[config.mk]
export PLATFORM = sky130hd
export DESIGN_NAME = vga_pixel_streamer_flat
export DESIGN_NICKNAME = d
export VERILOG_FILES = /design/src/rtl/vga_pixel_streamer_if.sv /design/src/rtl/vga_pixel_streamer.sv /design/src/flat_wrapper.sv
export SDC_FILE = /design/constraint.sdc
export NUM_CORES = 1
export LEC_CHECK = 0
export ABC_CLOCK_PERIOD_IN_PS = 5100
export BUFFER_PORTS_ARGS = -buffer_cell sky130_fd_sc_hd__buf_2
export CAP_MARGIN = 5
export CORE_ASPECT_RATIO = 1.25
export CORE_MARGIN = 2
export CORE_UTILIZATION = 40
export DETAILED_ROUTE_END_ITERATION = 8
export PLACE_DENSITY = 0.63
export RECOVER_POWER = 25
export SYNTH_ARGS = -nofsm -noshare
export SYNTH_HDL_FRONTEND = slang
export SYNTH_SLANG_ARGS = --single-unit
[constraint.sdc]
create_clock -name clk -period 5.1 [get_ports clk]
set_clock_uncertainty 0.2 [all_clocks]
set_input_delay 0 -clock clk [delete_from_list [all_inputs] [get_ports clk]]
set_output_delay 0 -clock clk [all_outputs]
set_load 0.05 [all_outputs]
[src/rtl/vga_pixel_streamer_if.sv]
// Wishbone classic slave bus bundle used by vga_pixel_streamer.
// Signals: cyc/stb/we/adr/dat driven by the bus master, dout/ack driven by the slave.
// Modports: master (CPU side), slave (pixel streamer side).
interface vga_pixel_streamer_if;
  logic        cyc;
  logic        stb;
  logic        we;
  logic [31:0] adr;
  logic [31:0] dat;
  logic [31:0] dout;
  logic        ack;

  modport master (
    output cyc, stb, we, adr, dat,
    input  dout, ack
  );

  modport slave (
    input  cyc, stb, we, adr, dat,
    output dout, ack
  );
endinterface

[src/rtl/vga_pixel_streamer.sv]
// Purpose: CPU-filled pixel FIFO feeding registered RGB and delayed sync outputs to the VGA output.
// Latency: 1 cycle from display_enable/row/column/sync inputs to rgb/de_o/h_sync_o/v_sync_o.
// Backpressure: a DATA write while the FIFO is full gets no ack until a pop frees a slot.
//
// Ports:
//   clk, async_reset             - shared pixel/bus clock, asynchronous active-low reset
//   wb (slave modport)           - Wishbone classic register port, 4 words decoded on adr[3:2]:
//                                  0 DATA (push), 1 STATUS {full,empty,level}, 2 CTRL
//                                  {bg[27:16], flush[1], enable[0]}, 3 UNDERFLOW count
//   display_enable, row, column  - active video qualifier and pixel coordinates
//   h_sync, v_sync               - sync levels, re-timed to line up with rgb
//   rgb, de_o, h_sync_o, v_sync_o- registered pixel outputs
// Build option: define VGA_UNDERFLOW_COUNT_EN to implement the 16-bit saturating
// underflow counter; without it UNDERFLOW reads 0 and writes to it are ignored.
module vga_pixel_streamer #(
  parameter int DEPTH = 16,
  parameter int AW    = 4
) (
  input  logic                 clk,
  input  logic                 async_reset,
  vga_pixel_streamer_if.slave  wb,
  input  logic                 display_enable,
  input  logic [11:0]          row,
  input  logic [11:0]          column,
  input  logic                 h_sync,
  input  logic                 v_sync,
  output logic [11:0]          rgb,
  output logic                 de_o,
  output logic                 h_sync_o,
  output logic                 v_sync_o
);

  localparam logic [1:0] ST_IDLE   = 2'd0;
  localparam logic [1:0] ST_WAIT   = 2'd1;
  localparam logic [1:0] ST_STREAM = 2'd2;

  localparam logic [1:0] REG_DATA   = 2'd0;
  localparam logic [1:0] REG_STATUS = 2'd1;
  localparam logic [1:0] REG_CTRL   = 2'd2;
  localparam logic [1:0] REG_UNDER  = 2'd3;

  localparam logic [AW:0] LEVEL_FULL = (AW+1)'(DEPTH);

  logic [1:0]    state_q, state_d;
  logic          ctrl_en_q, ctrl_en_d;
  logic [11:0]   bg_q, bg_d;
  logic          ack_q, ack_d;
  logic [31:0]   dout_q, dout_d;
  logic [AW-1:0] wr_ptr_q, wr_ptr_d;
  logic [AW-1:0] rd_ptr_q, rd_ptr_d;
  logic [AW:0]   level_q, level_d;
  logic [11:0]   rgb_q, rgb_d;
  logic          de_q, hs_q, vs_q;
  logic [11:0]   mem_q [DEPTH];

  logic          fifo_full, fifo_empty;
  logic [1:0]    reg_sel;
  logic          bus_req, data_stall, bus_acc, bus_wr;
  logic          push, flush, frame_start, pop, pop_hit;
  logic [31:0]   rdata;

  assign fifo_full  = (level_q == LEVEL_FULL);
  assign fifo_empty = (level_q == '0);

  // A new access is only taken while ack is low, so ack is a single-cycle pulse
  // followed by at least one low cycle even if the master keeps stb asserted.
  assign reg_sel    = wb.adr[3:2];
  assign bus_req    = wb.cyc && wb.stb && !ack_q;
  assign data_stall = bus_req && wb.we && (reg_sel == REG_DATA) && fifo_full;
  assign bus_acc    = bus_req && !data_stall;
  assign bus_wr     = bus_acc && wb.we;

  assign push  = bus_wr && (reg_sel == REG_DATA);
  assign flush = bus_wr && (reg_sel == REG_CTRL) && wb.dat[1];

  // The first pop of a frame happens on the very cycle the frame origin is seen.
  assign frame_start = display_enable && (row == 12'd0) && (column == 12'd0);
  assign pop = ctrl_en_q && !flush && display_enable &&
               (((state_q == ST_WAIT) && frame_start) || (state_q == ST_STREAM));
  // Popping an empty FIFO is an underflow: no pointer movement, background shown.
  assign pop_hit = pop && !fifo_empty;

  logic unused_bits;
  assign unused_bits = ^{wb.adr[31:4], wb.adr[1:0], wb.dat[31:28], wb.dat[15:12]};

`ifdef VGA_UNDERFLOW_COUNT_EN
  logic [15:0] underflow_q, underflow_d;

  always_comb begin
    underflow_d = underflow_q;
    if (pop && fifo_empty && (underflow_q != 16'hFFFF)) begin
      underflow_d = underflow_q + 16'd1;
    end
    if (bus_wr && (reg_sel == REG_UNDER)) begin
      underflow_d = '0;
    end
  end

  always_ff @(posedge clk or negedge async_reset) begin
    if (!async_reset) begin
      underflow_q <= '0;
    end else begin
      underflow_q <= underflow_d;
    end
  end
`endif

  always_comb begin
    rdata = '0;
    case (reg_sel)
      REG_STATUS: rdata = {21'd0, fifo_full, fifo_empty, 9'(level_q)};
      REG_CTRL:   rdata = {4'd0, bg_q, 14'd0, 1'b0, ctrl_en_q};
`ifdef VGA_UNDERFLOW_COUNT_EN
      REG_UNDER:  rdata = {16'd0, underflow_q};
`endif
      default:    rdata = '0;
    endcase
  end

  always_comb begin
    ack_d  = bus_acc;
    dout_d = (bus_acc && !wb.we) ? rdata : '0;

    ctrl_en_d = ctrl_en_q;
    bg_d      = bg_q;
    if (bus_wr && (reg_sel == REG_CTRL)) begin
      ctrl_en_d = wb.dat[0];
      bg_d      = wb.dat[27:16];
    end

    state_d = state_q;
    if (flush) begin
      // Flush restarts the frame hunt with the enable value written alongside it.
      state_d = ctrl_en_d ? ST_WAIT : ST_IDLE;
    end else if (!ctrl_en_q) begin
      state_d = ST_IDLE;
    end else begin
      case (state_q)
        ST_IDLE: state_d = ST_WAIT;
        ST_WAIT: if (pop) state_d = ST_STREAM;
        default: state_d = state_q;
      endcase
    end
  end

  always_comb begin
    wr_ptr_d = wr_ptr_q;
    rd_ptr_d = rd_ptr_q;
    level_d  = level_q;
    if (flush) begin
      wr_ptr_d = '0;
      rd_ptr_d = '0;
      level_d  = '0;
    end else begin
      if (push)    wr_ptr_d = wr_ptr_q + AW'(1);
      if (pop_hit) rd_ptr_d = rd_ptr_q + AW'(1);
      if (push && !pop_hit) begin
        level_d = level_q + (AW+1)'(1);
      end else if (!push && pop_hit) begin
        level_d = level_q - (AW+1)'(1);
      end
    end
  end

  always_comb begin
    rgb_d = 12'h000;
    if (display_enable) begin
      rgb_d = pop_hit ? mem_q[rd_ptr_q] : bg_q;
    end
  end

  // Pixel storage carries no reset; validity is tracked by the pointers and level.
  always_ff @(posedge clk) begin
    if (push) begin
      mem_q[wr_ptr_q] <= wb.dat[11:0];
    end
  end

  always_ff @(posedge clk or negedge async_reset) begin
    if (!async_reset) begin
      state_q   <= ST_IDLE;
      ctrl_en_q <= 1'b0;
      bg_q      <= '0;
      ack_q     <= 1'b0;
      dout_q    <= '0;
      wr_ptr_q  <= '0;
      rd_ptr_q  <= '0;
      level_q   <= '0;
      rgb_q     <= '0;
      de_q      <= 1'b0;
      hs_q      <= 1'b0;
      vs_q      <= 1'b0;
    end else begin
      state_q   <= state_d;
      ctrl_en_q <= ctrl_en_d;
      bg_q      <= bg_d;
      ack_q     <= ack_d;
      dout_q    <= dout_d;
      wr_ptr_q  <= wr_ptr_d;
      rd_ptr_q  <= rd_ptr_d;
      level_q   <= level_d;
      rgb_q     <= rgb_d;
      de_q      <= display_enable;
      hs_q      <= h_sync;
      vs_q      <= v_sync;
    end
  end

  assign wb.ack   = ack_q;
  assign wb.dout  = dout_q;
  assign rgb      = rgb_q;
  assign de_o     = de_q;
  assign h_sync_o = hs_q;
  assign v_sync_o = vs_q;

endmodule

[src/flat_wrapper.sv]
// flat-port wrapper written by rule: the top's interface ports become plain ports
module vga_pixel_streamer_flat 
#(
  parameter int DEPTH = 16,
  parameter int AW    = 4
)
  (clk, async_reset, display_enable, row, column, h_sync, v_sync, rgb, de_o, h_sync_o, v_sync_o, wb_cyc, wb_stb, wb_we, wb_adr, wb_dat, wb_dout, wb_ack);
  vga_pixel_streamer_if wb_i ();
  input  logic clk;
  input  logic async_reset;
  input  logic display_enable;
  input  logic [11:0] row;
  input  logic [11:0] column;
  input  logic h_sync;
  input  logic v_sync;
  output logic [11:0] rgb;
  output logic de_o;
  output logic h_sync_o;
  output logic v_sync_o;
  input wire logic [$bits(wb_i.cyc)-1:0] wb_cyc;
  input wire logic [$bits(wb_i.stb)-1:0] wb_stb;
  input wire logic [$bits(wb_i.we)-1:0] wb_we;
  input wire logic [$bits(wb_i.adr)-1:0] wb_adr;
  input wire logic [$bits(wb_i.dat)-1:0] wb_dat;
  output wire logic [$bits(wb_i.dout)-1:0] wb_dout;
  output wire logic [$bits(wb_i.ack)-1:0] wb_ack;
  assign wb_i.cyc = wb_cyc;
  assign wb_i.stb = wb_stb;
  assign wb_i.we = wb_we;
  assign wb_i.adr = wb_adr;
  assign wb_i.dat = wb_dat;
  assign wb_dout = wb_i.dout;
  assign wb_ack = wb_i.ack;
  vga_pixel_streamer #(.DEPTH(DEPTH), .AW(AW)) u_core (.clk(clk), .async_reset(async_reset), .wb(wb_i), .display_enable(display_enable), .row(row), .column(column), .h_sync(h_sync), .v_sync(v_sync), .rgb(rgb), .de_o(de_o), .h_sync_o(h_sync_o), .v_sync_o(v_sync_o));
endmodule
==> reports/metrics.cfg, run 1 <==
[clock_network]
cts_tree = yes
path_clk_slew_ns = 0.06
clock-root-buffer = clkbuf_16
insertion_delay_ns = 0.52
cts_buffer_depth = 3
postCtsSetupBuffers = 0
cts_num_sinks = 255
cts_htree_levels = 1
numCtsBuffers = 25

[synthesis]
synth_top_family_by_area = multiplexers
synth_xor_xnor_area_share_pct = 0.780
ys_seq_area_share_pct = 71.5
synth_edf_count = 192
yosys.area.top_type = edfxtp_1
synth_area_per_cell_sq_um = 17.4
synth.area.mux_share_pct = 13.4
netlist_instances = 591
synth.cell_area_sq_mm = 0.0103
async_reset_ff_share_pct = 24.7
synth.area.top_cells = edfxtp_1 56%, dfrtp_1 15%, mux4_2 8.6%
synthAdderAreaFrac_pct = 1.66
yosys_warnings = 0
synth_compound_area_share_pct = 3.07
ys.flop_type = edfxtp_1
synth_top_area_share_pct = 56.2
synth.distinct_cells = 42
synth-seq-cells = 255
yosys.area_share.simple_pct = 6.85

[floorplan]
die_h_microns = 183
coreArea_sq_mm = 0.0252
initial_utilization_pct = 40.7
dieArea_sq_mm = 0.0270
die-width_microns = 147
io_pins = 144
core.rowCount = 65

[outcome]
violations = negative hold slack
outcome = finished, violations left

[detailed_routing]
drtPass1Iterations = 5
drc = 0
wl_per_cell_microns = 19.9
ant_nets = 0
vias = 5690
avgViaCountPerCell = 5.22
drt-total-wl_microns = 21700
drt_iter0_markers = 392

[setup_path]
slowest_stage = dlygate4sd3_1
critPathMaxStageDelay_ns = 0.61
required_ns = 5.34
cp_num_buf_inv = 2
crit_path_cell_trace = nor4b_1, dlygate4sd3_1, nand4_1, dlygate4sd3_1, o22ai_1, nand2_1, nand2_1, ha_1, a21oi_1, nand2_1, nand2_1, a21oi_1, a21oi_1, mux2i_1
crit_family = simple AND/OR/NAND/NOR gates
crit_path_start_kind = flip-flop
criticalPathCategory = flip-flop to flip-flop
arrival_ns = 4.64
worst-path-max-fanout = 22
critPathMostFrequentCell = nand2_1
critPathCaptureType = flip-flop

[sta]
rsz0062_at_grt = no
relSlewSlack_pct = 28.6
final-max-slew-violation-count = 0
max_slew.worst_pin.slew_ns = 1.07
clock.fmax_mhz = 227
fin_crit_ns = 4.40
setup_violations = 0
setup_slack_ns = 0.701
fin_crit_sh_pct = 86.3
final.setup.tns_ns = 0
hold_viol = 10
timing.hold.ws_ns = -0.00905

[placed_design]
dp_slack_ns = 1.45
numPortBuffers = 92
place.gp.congestion = 0.737
dp_hpwl_microns = 13000
post_dp_cell_area_sq_mm = 0.0111
placed_cells = 999

[grt]
grt-ovfl-total = 0
grt_max_degree = 64
grt_pass1_vias = 5994
antenna_found_initial = 0
grt_pass1_wl_microns = 33700
track_usage_pct = 16.4

[min_path]
holdCritPathClass = primary input to asynchronous set/reset pin

[cells_and_area]
antennaDiodeCount = 0
area_growth_pct = 19.1
nets = 845
final_cell_area_sq_mm = 0.0122
final_cells = 1089
post_route_cells_drive_above_1_share_pct = 24.3

[power]
power_density_mw_per_mm2 = 369
p_leak_nw = 4.44
vdd_drop_max_mv = 0.249

[run]
drv_cap = 0

-- state kept, by name, indices dropped and copies added, names as in the netlist --
| signal | count |
|---|---|
| u_core.bg_q | 12 |
| u_core.ctrl_en_q | 1 |
| u_core.de_o | 1 |
| u_core.h_sync_o | 1 |
| u_core.level_q | 5 |
| u_core.mem_q | 192 |
| u_core.rd_ptr_q | 4 |
| u_core.rgb | 12 |
| u_core.state_q | 2 |
| u_core.v_sync_o | 1 |
| u_core.wb.ack | 1 |
| u_core.wb.dout | 19 |
| u_core.wr_ptr_q | 4 |
-- layout by cell type (no fill, tap or decap), drive strengths merged, types with 2 or more instances in the layout --
cell type | synthesis | routed
nand3b | 2 | 2
ha | 12 | 12
mux4 | 39 | 39
xnor2 | 3 | 3
inv | 10 | 11
conb | 1 | 13
nand4 | 2 | 2
clkinv | 0 | 13
buf | 25 | 91
nor4 | 5 | 5
edfxtp | 192 | 192
and2 | 26 | 26
o21ai | 8 | 8
o221ai | 21 | 21
mux2 | 13 | 13
clkbuf | 15 | 39
nand3 | 17 | 17
dfrtp | 63 | 63
or2 | 2 | 2
nor3b | 3 | 3
a21oi | 6 | 6
nand2 | 49 | 49
nor3 | 6 | 6
mux2i | 35 | 35
a211oi | 2 | 2
nor2 | 17 | 17
nor4b | 2 | 2
dlygate4sd3 | 0 | 45
xor2 | 4 | 4
and3 | 4 | 4
-- metrics by stage --
stage | hold slack [ns] | utilization (%) | total power, W
2_1_floorplan | -0.496 | - | 0.00272
6_report | -0.00905 | 48.5 | 0.00451
5_1_grt | 0.0415 | 48.5 | 0.00468
3_5_place_dp | -0.0809 | 43.8 | 0.00286
3_3_place_gp | -0.0899 | 43.8 | 0.00283
4_1_cts | 0.0102 | 48.6 | 0.00454
-- layout make-up --
class                      count  area, sq um
clock buffer                  29          641
clock inverter                16          100
fill                        2100        13000
inverter                      10         37.5
multi-input combinational    298         2720
sequential                   255         7350
tap                          335          419
timing repair buffer         146          966
-- timing repair --
action / in CTS / in global routing
hold buffers: 45 / 0
hold endpoints to repair: 312 / 0
gates resized for setup: 0 / 0
-- power by group --
part,switching (W),internal (W),total (W)
logic,0.000269,0.000168,0.000438
clock network,0.000724,0.000946,0.00167
registers,0.0000865,0.00231,0.00240
total,0.00108,0.00343,0.00451
-- synth_stat cells, types with 5 or more instances --
library cell and instances:
mux4_2 39, ha_1 12, dfrtp_1 63, o21ai_0 8, nand3_1 17, mux2i_1 35, a21oi_1 6, clkbuf_1 15
and2_1 25, mux2_1 10, buf_4 18, nor3_1 6, nor2_1 17, edfxtp_1 192, o221ai_1 21, nand2_1 49
inv_1 10, buf_2 5
-- path summary, 6_finish.rpt --
path                                               start                             end  slack [ns]  depth (start not counted)
hold reg to reg               u_core.bg_q[3]$_DFFE_PN0N_    u_core.wb.dout[19]$_DFF_PN0_        0.30                          1
setup reg to reg           u_core.state_q[1]$_DFFE_PN0P_   u_core.level_q[4]$_DFFE_PN0P_        0.70                         14
max in group asynchronous                    async_reset  u_core.rd_ptr_q[0]$_DFFE_PN0P_        4.12                          3
min in group clk                                  wb_cyc     u_core.wb.dout[9]$_DFF_PN0_        0.04                          4
hold / removal                               async_reset    u_core.wb.dout[10]$_DFF_PN0_      -0.009                          3
setup / recovery           u_core.state_q[1]$_DFFE_PN0P_   u_core.level_q[4]$_DFFE_PN0P_        0.70                         14
-- worst register-to-register path: stages (launching register included) --
cell and delay [ns]:
dfrtp_1 0.39, nor4b_1 0.30, dlygate4sd3_1 0.61, nand4_1 0.08, dlygate4sd3_1 0.60, o22ai_1 0.29, nand2_1 0.49, nand2_1 0.35
ha_1 0.32, a21oi_1 0.14, nand2_1 0.09, nand2_1 0.07, a21oi_1 0.05, a21oi_1 0.17, mux2i_1 0.19
-- kinds of logic (layout without fill, tap and decap cells) --
family	Yosys count	after routing
flip-flops	255	255
AND/OR/NAND/NOR	138	138
multiplexers	87	87
buffers and inverters	50	201
AO/OA/AOI/OAI	40	40
adder cells (fa/ha/maj)	13	13
XOR/XNOR	7	7
other	1	13
-- metal layers --
layer,routed length (microns),vias up,part of all wire [%],GRT usage [%]
li1,-,2542,-,-
met1,8560,2894,39,19.8
met2,11400,229,53,30.5
met3,1270,25,5.8,2.19
met4,447,0,2.1,4.69
met5,0,-,0,0
(Power assumes the default switching activity.)
==> run 2, diff against run 1 <==
--- a/config.mk
+++ b/config.mk
@@ -6,7 +6,7 @@
 export NUM_CORES = 1
 export LEC_CHECK = 0
 export ABC_CLOCK_PERIOD_IN_PS = 5100
-export BUFFER_PORTS_ARGS = -buffer_cell sky130_fd_sc_hd__buf_2
+export BUFFER_PORTS_ARGS = -buffer_cell sky130_fd_sc_hd__clkbuf_2
 export CAP_MARGIN = 5
 export CORE_ASPECT_RATIO = 1.25
 export CORE_MARGIN = 2
==> run 2 against run 1 <==
Compared with the run above: the flow still finishes with violations (negative hold slack); largest cell class unchanged; register-to-register slack got worse by 0.04 ns; cell count decreased by 0.18%; via count decreased by 0.98%; sequential power about the same; first-iteration DRC count increased by 38%; combinational power about the same; highest routed layer unchanged; sequential share of layout area decreased by 0.15 points.
==> reports/metrics.cfg, run 2 (same netlist as run 1, synthesis figures left out) <==
[sta]
rsz0062_at_grt = no
fin_crit_sh_pct = 87.0
fin_crit_ns = 4.44
relSlewSlack_pct = 30.1
final-max-slew-violation-count = 0
hold_viol = 23
max_slew.worst_pin.slew_ns = 1.05
final.setup.tns_ns = 0
clock.fmax_mhz = 225
setup_slack_ns = 0.664
setup_violations = 0
timing.hold.ws_ns = -0.0201

[setup_path]
crit_path_start_kind = flip-flop
arrival_ns = 4.67
worst-path-max-fanout = 22
required_ns = 5.34
slowest_stage = dlygate4sd3_1
crit_path_cell_trace = nor4b_1, dlygate4sd3_1, nand4_1, dlygate4sd3_1, o22ai_1, nand2_1, nand2_1, ha_1, a21oi_1, nand2_1, nand2_1, a21oi_1, a21oi_1, mux2i_1
cp_num_buf_inv = 2
crit_family = simple AND/OR/NAND/NOR gates
rr_worst_depth = 14
criticalPathCategory = flip-flop to flip-flop
critPathMostFrequentCell = nand2_1
cp.depth = 14
critPathMaxStageDelay_ns = 0.61
critPathCaptureType = flip-flop

[detailed_routing]
drc = 0
wl_per_cell_microns = 20.1
vias = 5634
ant_nets = 0
drt-total-wl_microns = 21800
drt_iter0_markers = 541
avgViaCountPerCell = 5.18
drtPass1Iterations = 5

[outcome]
violations = negative hold slack
outcome = finished, violations left

[grt]
antenna_found_initial = 0
track_usage_pct = 16.5
grt_pass1_wl_microns = 33900
grt-ovfl-total = 0
grt_max_degree = 64
grt_pass1_vias = 5974

[clock_network]
cts_num_sinks = 255
cts_resized = 0
numCtsBuffers = 24
cts_htree_levels = 1
cts_buffer_depth = 3
path_clk_slew_ns = 0.06
clock-root-buffer = clkbuf_16
cts_tree = yes
insertion_delay_ns = 0.52

[floorplan]
initial_utilization_pct = 40.7
core.rowCount = 65
coreArea_sq_mm = 0.0252
dieArea_sq_mm = 0.0270
die_h_microns = 183
io_pins = 144
die-width_microns = 147

[cells_and_area]
final_cell_mix = 192 x edfxtp_1, 80 x clkbuf_2, 62 x dfrtp_1, 49 x nand2_1, 44 x dlygate4sd3_1
antennaDiodeCount = 0
post-route-util_pct = 48.6
largest_register_ffs = 192
top_register = u_core.mem_q
layout_commonest_cell = edfxtp_1
nets = 843
area_growth_pct = 19.4
post_route_cells_drive_above_1_share_pct = 24.3
final_cell_area_sq_mm = 0.0123

[placed_design]
numPortBuffers = 92
post_dp_cell_area_sq_mm = 0.0111
dp_slack_ns = 1.43
dp_hpwl_microns = 13000
place.gp.congestion = 0.739

[min_path]
holdCritPathClass = primary input to asynchronous set/reset pin

[run]
drv_cap = 0

[power]
vdd_drop_max_mv = 0.150
p_leak_nw = 4.43
power_density_mw_per_mm2 = 375

==> run 2: cell count changes in the layout (fill, tap and decap cells not counted), moves of 2 or more <==
cell / previous run / this run
clkinv_2: 4 / 2
clkinv_1: 9 / 3
buf_2: 82 / 1
bufinv_16: 1 / 3
clkbuf_2: 0 / 80
clkbuf_1: 14 / 19
==> run 2: tightest hold or removal path, stage by stage <==
cell and delay (ns):
dlygate4sd3_1 0.52, buf_2 0.09, buf_4 0.60
==> run 2: worst paths after layout <==
check	slack, ns	startpoint	endpoint
min in group clk	0.04	wb_dat[16]	u_core.bg_q[0]$_DFFE_PN0N_
setup reg to reg	0.66	u_core.state_q[1]$_DFFE_PN0P_	u_core.level_q[4]$_DFFE_PN0P_
max in group asynchronous	4.13	async_reset	u_core.rd_ptr_q[0]$_DFFE_PN0P_
hold / removal	-0.02	async_reset	u_core.wb.dout[4]$_DFF_PN0_
hold reg to reg	0.31	u_core.bg_q[5]$_DFFE_PN0N_	u_core.wb.dout[21]$_DFF_PN0_
setup / recovery	0.66	u_core.state_q[1]$_DFFE_PN0P_	u_core.level_q[4]$_DFFE_PN0P_
==> run 2: what timing repair did <==
item | 4_1_cts | 5_1_grt
buffers inserted | 0 | 0
hold endpoints to repair | 316 | 0
hold buffers | 44 | 0
==> run 2: metal layers <==
layer	routed length [microns]	vias up	track usage [%]
met3	1100	34	2.09
met1	8830	2845	20.4
met5	0	-	0
met2	11500	208	30.2
met4	419	0	4.96
li1	-	2547	-
==> run 2: per-stage QoR <==
stage                     power (W)  cells
after floorplan             0.00272    603
after global placement      0.00283    999
after detailed placement    0.00286    999
after CTS                   0.00465   1087
after global routing        0.00479   1087
final                       0.00460   1087
==> run 2: power breakdown <==
group / leakage, nW / internal (W) / total [W] / switching, W
combinational: 1.50 / 0.000168 / 0.000438 / 0.000270
clock: 0.371 / 0.00103 / 0.00176 / 0.000733
sequential: 2.55 / 0.00231 / 0.00240 / 0.0000862
total: 4.43 / 0.00351 / 0.00460 / 0.00109
==> run 2: layout make-up <==
cell class / instances / area [sq um]
Inverter: 10 / 37.5
Tap cell: 335 / 419
Clock buffer: 32 / 631
Multi-Input combinational cell: 298 / 2720
Fill cell: 2065 / 12900
Sequential cell: 255 / 7350
Clock inverter: 12 / 151
Timing Repair Buffer: 145 / 955
==> run 3, diff against run 2 <==
--- a/config.mk
+++ b/config.mk
@@ -6,7 +6,7 @@
 export NUM_CORES = 1
 export LEC_CHECK = 0
 export ABC_CLOCK_PERIOD_IN_PS = 5100
-export BUFFER_PORTS_ARGS = -buffer_cell sky130_fd_sc_hd__clkbuf_2
+export BUFFER_PORTS_ARGS = -buffer_cell sky130_fd_sc_hd__buf_4
 export CAP_MARGIN = 5
 export CORE_ASPECT_RATIO = 1.25
 export CORE_MARGIN = 2
==> run 3 against run 2 <==
Compared with the run above: highest routed layer unchanged; die area unchanged; sequential cell count unchanged; the run now ends clean; register-to-register slack improved by 0.73 ns; utilization increased by 1.1 points; via count increased by 0.67%; routed wire length decreased by 0.25%; clock-buffer cell count decreased by 6.
==> reports/metrics.cfg, run 3 (same netlist as run 1, synthesis figures left out) <==
[floorplan]
dieArea_sq_mm = 0.0270
core.rowCount = 65
io_pins = 144
initial_utilization_pct = 40.7
die_h_microns = 183
coreArea_sq_mm = 0.0252
die-width_microns = 147

[cells_and_area]
final_cell_mix = 192 x edfxtp_1, 89 x buf_4, 62 x dfrtp_1, 49 x nand2_1, 46 x dlygate4sd3_1
area_growth_pct = 22.2
final_cell_area_sq_mm = 0.0125
post_route_cells_drive_above_1_share_pct = 24.6
nFillCells = 2082
antennaDiodeCount = 0
nets = 845
layout_commonest_cell = edfxtp_1
final_cells = 1087
largest_register_ffs = 192
top_register = u_core.mem_q

[power]
p_leak_nw = 4.53
power_density_mw_per_mm2 = 376
vdd_drop_max_mv = 0.177

[grt]
track_usage_pct = 16.4
grt-ovfl-total = 0
grt_pass1_wl_microns = 33700
grt_max_degree = 64
antenna_found_initial = 0
grt_pass1_vias = 5987

[sta]
setup_violations = 0
fin_crit_sh_pct = 75.1
rsz0062_at_grt = no
hold_viol = 0
max_slew.worst_pin.slew_ns = 1.11
relSlewSlack_pct = 26.2
final.setup.tns_ns = 0
clock.fmax_mhz = 261
fin_crit_ns = 3.83
final-max-slew-violation-count = 0

[detailed_routing]
wl_per_cell_microns = 20.0
drtPass1Iterations = 5
vias = 5672
drt_iter0_markers = 417
avgViaCountPerCell = 5.22
wl_met2_microns = 11400
drt-total-wl_microns = 21700
top_layer = met4
ant_nets = 0
wl_met1_microns = 8640
drc = 0
wl_met3_microns = 1340

[clock_network]
path_clk_slew_ns = 0.06
numCtsBuffers = 24
postCtsSetupBuffers = 0
cts_tree = yes
insertion_delay_ns = 0.53
cts_buffer_depth = 3
cts_num_sinks = 255
cts_htree_levels = 1
clock-root-buffer = clkbuf_16

[setup_path]
critPathMaxStageDelay_ns = 0.59
crit_path_cell_trace = dlygate4sd3_1, buf_4, nor4_1, dlygate4sd3_1, nand3_1, dlygate4sd3_1, o22ai_1, nand2_1, nand2_1, ha_1, a21oi_1, nand2_1, nand2_1, a21oi_1, a21oi_1, mux2i_1
cp_num_buf_inv = 4
slowest_stage = dlygate4sd3_1
crit_family = buffers and inverters
required_ns = 5.33
critPathCaptureType = flip-flop
criticalPathCategory = primary input to flip-flop
arrival_ns = 4.06
ff2ff_setup_slack_ns = 1.39
critPathMostFrequentCell = nand2_1
worst-path-max-fanout = 22
crit_path_start_kind = primary input

[placed_design]
placed_cells = 998
post_dp_cell_area_sq_mm = 0.0113
dp_hpwl_microns = 13200
place.gp.congestion = 0.741
numPortBuffers = 92

[outcome]
outcome = completed

[min_path]
holdCritPathClass = primary input to flip-flop

[run]
drv_cap = 0

[run 3: worst paths after layout]
kind / endpoint / start / depth (start not counted)
worst max-delay path: u_core.level_q[4]$_DFFE_PN0P_ / column[8] / 16
worst min-delay path: u_core.bg_q[8]$_DFFE_PN0N_ / wb_dat[24] / 3
min in group asynchronous: u_core.rgb[6]$_DFF_PN0_ / async_reset / 4
max in group asynchronous: u_core.rd_ptr_q[0]$_DFFE_PN0P_ / async_reset / 4
worst min register to register: u_core.wb.dout[21]$_DFF_PN0_ / u_core.bg_q[5]$_DFFE_PN0N_ / 1
worst max register to register: u_core.level_q[4]$_DFFE_PN0P_ / u_core.state_q[1]$_DFFE_PN0P_ / 13
[run 3: timing repair]
item	4_1_cts	5_1_grt
hold buffers	47	0
setup endpoints to repair	0	0
hold endpoints to repair	313	0
resized for setup	0	0
[run 3: final cells by class]
class / instances / area (sq um) / share of cell area, %
clock inverter: 16 / 215 / 1.72
sequential: 255 / 7350 / 58.6
clock buffer: 26 / 608 / 4.85
tap: 335 / 419 / 3.34
inverter: 10 / 37.5 / 0.299
multi-input combinational: 298 / 2720 / 21.7
timing repair buffer: 147 / 1200 / 9.54
[run 3: power breakdown]
group	switching (W)	internal, W	total, W	leakage [nW]
Combinational	0.000269	0.000191	0.000460	1.58
Sequential	0.0000877	0.00231	0.00240	2.55
Clock	0.000737	0.00111	0.00185	0.396
Total	0.00109	0.00362	0.00471	4.53
[run 3: worst reg2reg max path, stage by stage, from the launching register on]
cell and delay (ns):
dfrtp_1 0.39, nor4b_1 0.30, dlygate4sd3_1 0.59, nand4_1 0.09, o22ai_1 0.22, nand2_1 0.45
nand2_1 0.36, ha_1 0.32, a21oi_1 0.14, nand2_1 0.09, nand2_1 0.07, a21oi_1 0.05
a21oi_1 0.17, mux2i_1 0.21
[run 3: stage by stage]
step,setup slack (ns),power (W),util [%],hold slack (ns)
4_1_cts,1.24,0.00476,49.9,0.0194
3_5_place_dp,1.44,0.00288,44.7,-0.0866
2_1_floorplan,1.92,0.00272,-,-0.496
3_3_place_gp,1.52,0.00286,44.7,-0.0898
6_report,1.27,0.00471,49.8,0.0279
5_1_grt,0.823,0.00489,49.8,0.0418
[run 3: per-layer routing]
metal / vias up / GRT usage (%)
li1: 2540 / -
met1: 2894 / 20.5
met2: 210 / 29.9
met3: 28 / 2.21
met4: 0 / 4.46
met5: - / 0
